## src/rtl/sram_sequencer.sv

```systemverilog
// Command sequencer driving an SRAM bridge with SETUP / ACCESS / HOLD strobe timing.
// Supports single-byte read/write, multi-byte fill and no-op commands; all outputs registered.
module sram_sequencer #(
  parameter int ADDR_W      = 17,
  parameter int DATA_W      = 8,
  parameter int WAIT_CYCLES = 1
) (
  input  logic              clk,
  input  logic              reset,
  input  logic              cmd_valid,
  output logic              cmd_ready,
  input  logic [1:0]        cmd_op,
  input  logic [ADDR_W-1:0] cmd_addr,
  input  logic [DATA_W-1:0] cmd_data,
  input  logic [ADDR_W-1:0] cmd_len,
  output logic              rsp_valid,
  output logic [DATA_W-1:0] rsp_data,
  output logic              done,
  output logic              busy,
  output logic              m_chipselect_n,
  output logic              m_read_n,
  output logic              m_write_n,
  output logic [ADDR_W-1:0] m_address,
  output logic [DATA_W-1:0] m_writedata,
  input  logic [DATA_W-1:0] m_readdata
);

  localparam logic [1:0] OP_RD   = 2'b00;
  localparam logic [1:0] OP_NOP  = 2'b11;
  localparam logic [3:0] LP_W    = 4'(WAIT_CYCLES);

  if (WAIT_CYCLES < 1 || WAIT_CYCLES > 15) begin : g_bad_cfg
    $error("sram_sequencer: WAIT_CYCLES=%0d outside 1..15", WAIT_CYCLES);
  end

  typedef enum logic [1:0] {S_IDLE, S_SETUP, S_ACCESS, S_HOLD} state_t;

  state_t            r_state, w_next;
  logic [1:0]        r_op, w_op;
  logic [ADDR_W-1:0] r_len, w_len;
  logic [3:0]        r_cnt, w_cnt;
  logic              r_ready, r_busy, r_done, r_rsp_valid;
  logic              r_cs_n, r_rd_n, r_wr_n;
  logic [ADDR_W-1:0] r_addr, w_addr;
  logic [DATA_W-1:0] r_wdata, w_wdata, r_rdata, w_rdata;
  logic              w_accept, w_done, w_rsp_valid;

  assign w_accept = cmd_valid && (r_state == S_IDLE);

  // State register
  always_ff @(posedge clk or posedge reset) begin
    if (reset) r_state <= S_IDLE;
    else       r_state <= w_next;
  end

  // Next-state logic
  always_comb begin
    w_next = r_state;
    case (r_state)
      S_IDLE:   if (w_accept && cmd_op != OP_NOP) w_next = S_SETUP;
      S_SETUP:  w_next = S_ACCESS;
      S_ACCESS: if (r_cnt == LP_W) w_next = S_HOLD;
      S_HOLD:   w_next = (r_op == 2'b10 && r_len != '0) ? S_SETUP : S_IDLE;
      default:  w_next = S_IDLE;
    endcase
  end

  // Output logic: next values of the registered outputs, derived from the upcoming state
  always_comb begin
    w_op        = r_op;
    w_len       = r_len;
    w_addr      = r_addr;
    w_wdata     = r_wdata;
    w_cnt       = r_cnt;
    w_done      = (w_accept && cmd_op == OP_NOP) || (r_state == S_HOLD && w_next == S_IDLE);
    w_rsp_valid = (r_state == S_ACCESS) && (w_next == S_HOLD) && (r_op == OP_RD);
    w_rdata     = w_rsp_valid ? m_readdata : r_rdata;
    if (w_accept) begin
      w_op = cmd_op;
      if (cmd_op != OP_NOP) begin
        w_addr  = cmd_addr;
        w_wdata = cmd_data;
        w_len   = cmd_len;
      end
    end
    if (r_state == S_SETUP)       w_cnt = 4'd1;
    else if (r_state == S_ACCESS) w_cnt = r_cnt + 4'd1;
    // Fill advances to the next byte only at the end of HOLD; address wraps naturally
    if (r_state == S_HOLD && w_next == S_SETUP) begin
      w_len  = r_len - ADDR_W'(1);
      w_addr = r_addr + ADDR_W'(1);
    end
  end

  always_ff @(posedge clk or posedge reset) begin
    if (reset) begin
      r_op        <= OP_NOP;
      r_len       <= '0;
      r_cnt       <= '0;
      r_addr      <= '0;
      r_wdata     <= '0;
      r_rdata     <= '0;
      r_ready     <= 1'b1;
      r_busy      <= 1'b0;
      r_done      <= 1'b0;
      r_rsp_valid <= 1'b0;
      r_cs_n      <= 1'b1;
      r_rd_n      <= 1'b1;
      r_wr_n      <= 1'b1;
    end else begin
      r_op        <= w_op;
      r_len       <= w_len;
      r_cnt       <= w_cnt;
      r_addr      <= w_addr;
      r_wdata     <= w_wdata;
      r_rdata     <= w_rdata;
      r_ready     <= (w_next == S_IDLE);
      r_busy      <= (w_next != S_IDLE);
      r_done      <= w_done;
      r_rsp_valid <= w_rsp_valid;
      r_cs_n      <= (w_next == S_IDLE);
      r_rd_n      <= !((w_next == S_ACCESS) && (w_op == OP_RD));
      r_wr_n      <= !((w_next == S_ACCESS) && (w_op != OP_RD));
    end
  end

  assign cmd_ready      = r_ready;
  assign busy           = r_busy;
  assign done           = r_done;
  assign rsp_valid      = r_rsp_valid;
  assign rsp_data       = r_rdata;
  assign m_chipselect_n = r_cs_n;
  assign m_read_n       = r_rd_n;
  assign m_write_n      = r_wr_n;
  assign m_address      = r_addr;
  assign m_writedata    = r_wdata;

endmodule

```

## config.mk

```make
export PLATFORM = sky130hd
export DESIGN_NAME = sram_sequencer
export DESIGN_NICKNAME = d
export VERILOG_FILES = /design/src/rtl/sram_sequencer.sv
export SDC_FILE = /design/constraint.sdc
export NUM_CORES = 1
export LEC_CHECK = 0
export CORE_MARGIN = 10
export CORE_UTILIZATION = 28
export CTS_CLUSTER_SIZE = 16
export DETAILED_ROUTE_END_ITERATION = 10
export GPL_TIMING_DRIVEN = 1
export SLEW_MARGIN = 10
export SYNTH_ARGS = -nofsm -noshare
export SYNTH_HDL_FRONTEND = slang
export SYNTH_SLANG_ARGS = --single-unit
```

## constraint.sdc

```tcl
create_clock -name clk -period 3 [get_ports clk]
set_input_delay 0.6 -clock clk [delete_from_list [all_inputs] [get_ports clk]]
set_output_delay 0.6 -clock clk [all_outputs]
set_load 0.02 [all_outputs]
```

==> impl_results.rst, run 1 <==
.. list-table::
   :header-rows: 1

   * - Metric
     - Value
   * - Worst Setup Path Type
     - flip-flop to flip-flop
   * - I/O pins
     - 95
   * - Total routed wire length on the met1 layer
     - 5.00 mm
   * - Total of max-cap violations
     - 0
   * - Layout Nets
     - 542
   * - Clock tree from TritonCTS
     - built
   * - Final number of hold-violating endpoints
     - 0
   * - Predominant post-synthesis flop cell
     - sky130_fd_sc_hd__dfrtp_1
   * - Peak supply drop
     - 457 uV
   * - Number of buffers inserted during clock tree synthesis
     - 9
   * - Setup clock skew after layout
     - 8.11 ps
   * - DR top layer
     - met4
   * - Gr ovfl total
     - 0
   * - Drt drc
     - 0
   * - Largest fanout on the critical path
     - 13
   * - GRT Total Usage
     - 0.128
   * - Count of unique library cells instantiated by Yosys
     - 60
   * - Mean cell area of the mapped netlist
     - 9.70 um^2
   * - Register clock-pin slew on the reported worst setup and hold paths
     - 60 ps
   * - Mapped Cells
     - 378
   * - DRT Wirelength
     - 11.5 mm
   * - Global-route wire length before repair
     - 18.8 mm
   * - Number of non-filler instances in the completed layout
     - 654
   * - Antenna-violating nets left
     - 0
   * - Most numerous cell types in the synthesized netlist
     - sky130_fd_sc_hd__dfrtp_1, sky130_fd_sc_hd__nand2_1, sky130_fd_sc_hd__inv_1
   * - Hpwl dp
     - 8.44 mm
   * - Seq/Total Area, Yosys
     - 0.438
   * - Leading cell type by number of instances after synthesis
     - sky130_fd_sc_hd__dfrtp_1
   * - Number of enable-type register cells in the synthesized netlist
     - 0
   * - Post-synth top area share
     - 0.403
   * - Worst-margin pin slew
     - 459 ps
   * - Number of design-rule violations left by the first detailed-router iteration
     - 218
   * - Unrepaired setup endpoints after global routing
     - false
   * - Worst reg2reg startpoint
     - r_state[0]
   * - Routability-driven placement congestion ratio
     - 0.804
   * - Buffer count from post-CTS setup fixing
     - 0
   * - Crit path time final
     - 2590 ps
   * - Most area-consuming cells after synthesis
     - sky130_fd_sc_hd__dfrtp_1, sky130_fd_sc_hd__nand2_1, sky130_fd_sc_hd__dfstp_2
   * - Core ar.
     - 0.0127 mm^2
   * - Aggregate negative setup slack
     - 0 ps
   * - Post-route cell area
     - 0.00516 mm^2
   * - Synth Register Bits
     - 64
   * - Final-report max-slew violation count
     - 0
   * - Hold-fix buffers, CTS
     - 0
   * - Num rows
     - 41
   * - Hold Path Origin
     - m_writedata[0]
   * - Net count after synthesis
     - 443
   * - Clock Path Buffers
     - 2
   * - Final-layout fill cell count
     - 1274
   * - Number of global-route vias before repair
     - 3587
   * - Clock Sinks
     - 64
   * - Share of the clock period used by the worst path after layout
     - 0.862
   * - Post-synthesis instance area
     - 0.00367 mm^2
   * - Buffer cell driving the clock tree root
     - sky130_fd_sc_hd__clkbuf_16
   * - Number of iterations in the first detailed-routing pass
     - 4
   * - Detail Route met3 WL
     - 874 um
   * - Die span in x
     - 134 um
   * - Effective utilization at floorplan
     - 0.288
   * - Worst min-delay path category
     - flip-flop to flip-flop
   * - Leakage power
     - 2.21 nW
   * - Type of element capturing the critical path
     - flip-flop
   * - Vias per cell
     - 5.13
   * - Height of the die
     - 134 um
   * - Warnings, synthesis
     - 0
   * - Total inserted antenna cells
     - 0
   * - Cell Count Post-Placement
     - 638
   * - Async set-reset flop share out of synthesis
     - 1.00
   * - Area enclosed by the die boundary
     - 0.0181 mm^2
   * - Worst Path Arrival
     - 2800 ps
   * - Total length of routed met2 wires
     - 5.50 mm
   * - Power density normalized to cell area
     - 1020 mW/mm^2
   * - Most area-hungry cell type in the Yosys netlist
     - sky130_fd_sc_hd__dfrtp_1
   * - Later-pin clock latency in the skew report
     - 330 ps
   * - Fmax achieved
     - 387 MHz
   * - Worst slew margin
     - 0.694
   * - Total via count after detailed routing
     - 3355
   * - CP startpoint
     - r_state[0]
   * - Average detailed-routed wire length per instance
     - 17.6 um
   * - Max H-tree Level
     - 3
   * - Maximum number of pins on one net before global-route repair
     - 33
   * - Area grow syn2layout
     - 40.6%
   * - Outcome
     - finished clean
   * - Fraction of final layout cells sized beyond drive strength 1
     - 0.135
   * - Fin worst setup slack
     - 414 ps
   * - PortBufs
     - 94
   * - Post-CTS sizing
     - 0
   * - Placed standard-cell area
     - 0.00483 mm^2
   * - Nature of the critical path startpoint
     - flip-flop
   * - Worst Path Required
     - 3210 ps
   * - Post-Place Setup Slack
     - 264 ps
   * - Number of failing setup endpoints in the final timing report
     - 0
   * - Antenna violations before repair
     - 0
[path summary, 6_finish.rpt]
path,cells past startpoint,end,slack [ps]
min,2,m_writedata[0],480
max reg2reg,7,r_len[5],410
min in group asynchronous,2,m_writedata[7],580
max in group asynchronous,3,m_read_n,1780
max,7,r_len[5],410
min reg2reg,2,m_writedata[0],480
[kinds of logic after synthesis]
| family | synth area share |
|---|---|
| compound gates | 0.195 |
| flops | 0.438 |
| mux | 0.0300 |
| fa+ha+maj | 0.0341 |
| buf+inv | 0.0519 |
| simple gates | 0.251 |
[layout make-up]
cell class	instances	area (um^2)	area share
clock buffers	11	253	0.0490
inverters	24	90.1	0.0175
clock inverters	5	78.8	0.0153
repair buffers	106	1040	0.202
well taps	172	215	0.0417
flip-flops and latches	64	1610	0.312
multi-input cells	272	1870	0.362
[report_power, final]
part / internal [W] / switching [W] / leakage, nW
sequential: 0.00128 / 0.000431 / 0.758
combinational: 0.00111 / 0.00130 / 1.29
clock: 0.000771 / 0.000388 / 0.165
total: 0.00316 / 0.00212 / 2.21
[cells in the final DEF (no fill, tap or decap), drive strengths merged, types with 6 or more instances in the layout]
cell type	count
nand4	8
a211o	7
mux2	8
nand3	10
or3	8
nor2	14
dfrtp	59
nor3	11
clkdlybuf4s50	94
and3	19
ha	10
buf	12
o21ai	20
clkbuf	11
nor4	6
nand2	45
inv	24
o22ai	10
a21oi	19
[worst max-delay path: stages (launching register included)]
cell,delay [ps]
sky130_fd_sc_hd__dfrtp_1,410
sky130_fd_sc_hd__inv_1,100
sky130_fd_sc_hd__ha_1,530
sky130_fd_sc_hd__nor2b_1,190
sky130_fd_sc_hd__o21ai_0,130
sky130_fd_sc_hd__o21a_1,430
sky130_fd_sc_hd__nand2_1,340
sky130_fd_sc_hd__o221a_2,340
[metal layers]
metal,track usage,vias up
met4,0.0351,0
li1,-,1615
met5,0,-
met1,0.147,1645
met3,0.0530,10
met2,0.213,85
[through the flow]
stage	power [W]	hold WS, ps	utilization
floorplan	0.00314	471	-
CTS	0.00533	486	0.405
finish	0.00528	480	0.405
global route	0.00565	508	0.405
global placement	0.00407	460	0.379
detailed placement	0.00414	471	0.379
[state kept, by name, summed over array words and instances (netlist names)]
register and count:
rsp_valid 1, m_read_n 1, m_writedata 8, rsp_data 8, m_chipselect_n 1, m_write_n 1, done 1, r_cnt 4
r_len 17, busy 1, m_address 17, r_op 2, r_state 2
Power figures use the tool's default switching activity.
==> run 2: changes to the inputs <==
Settings changed: SKIP_LAST_GASP set to 1.
==> results of run 2 <==
No change in the layout: final DEF, timing and power equal those of run 1.
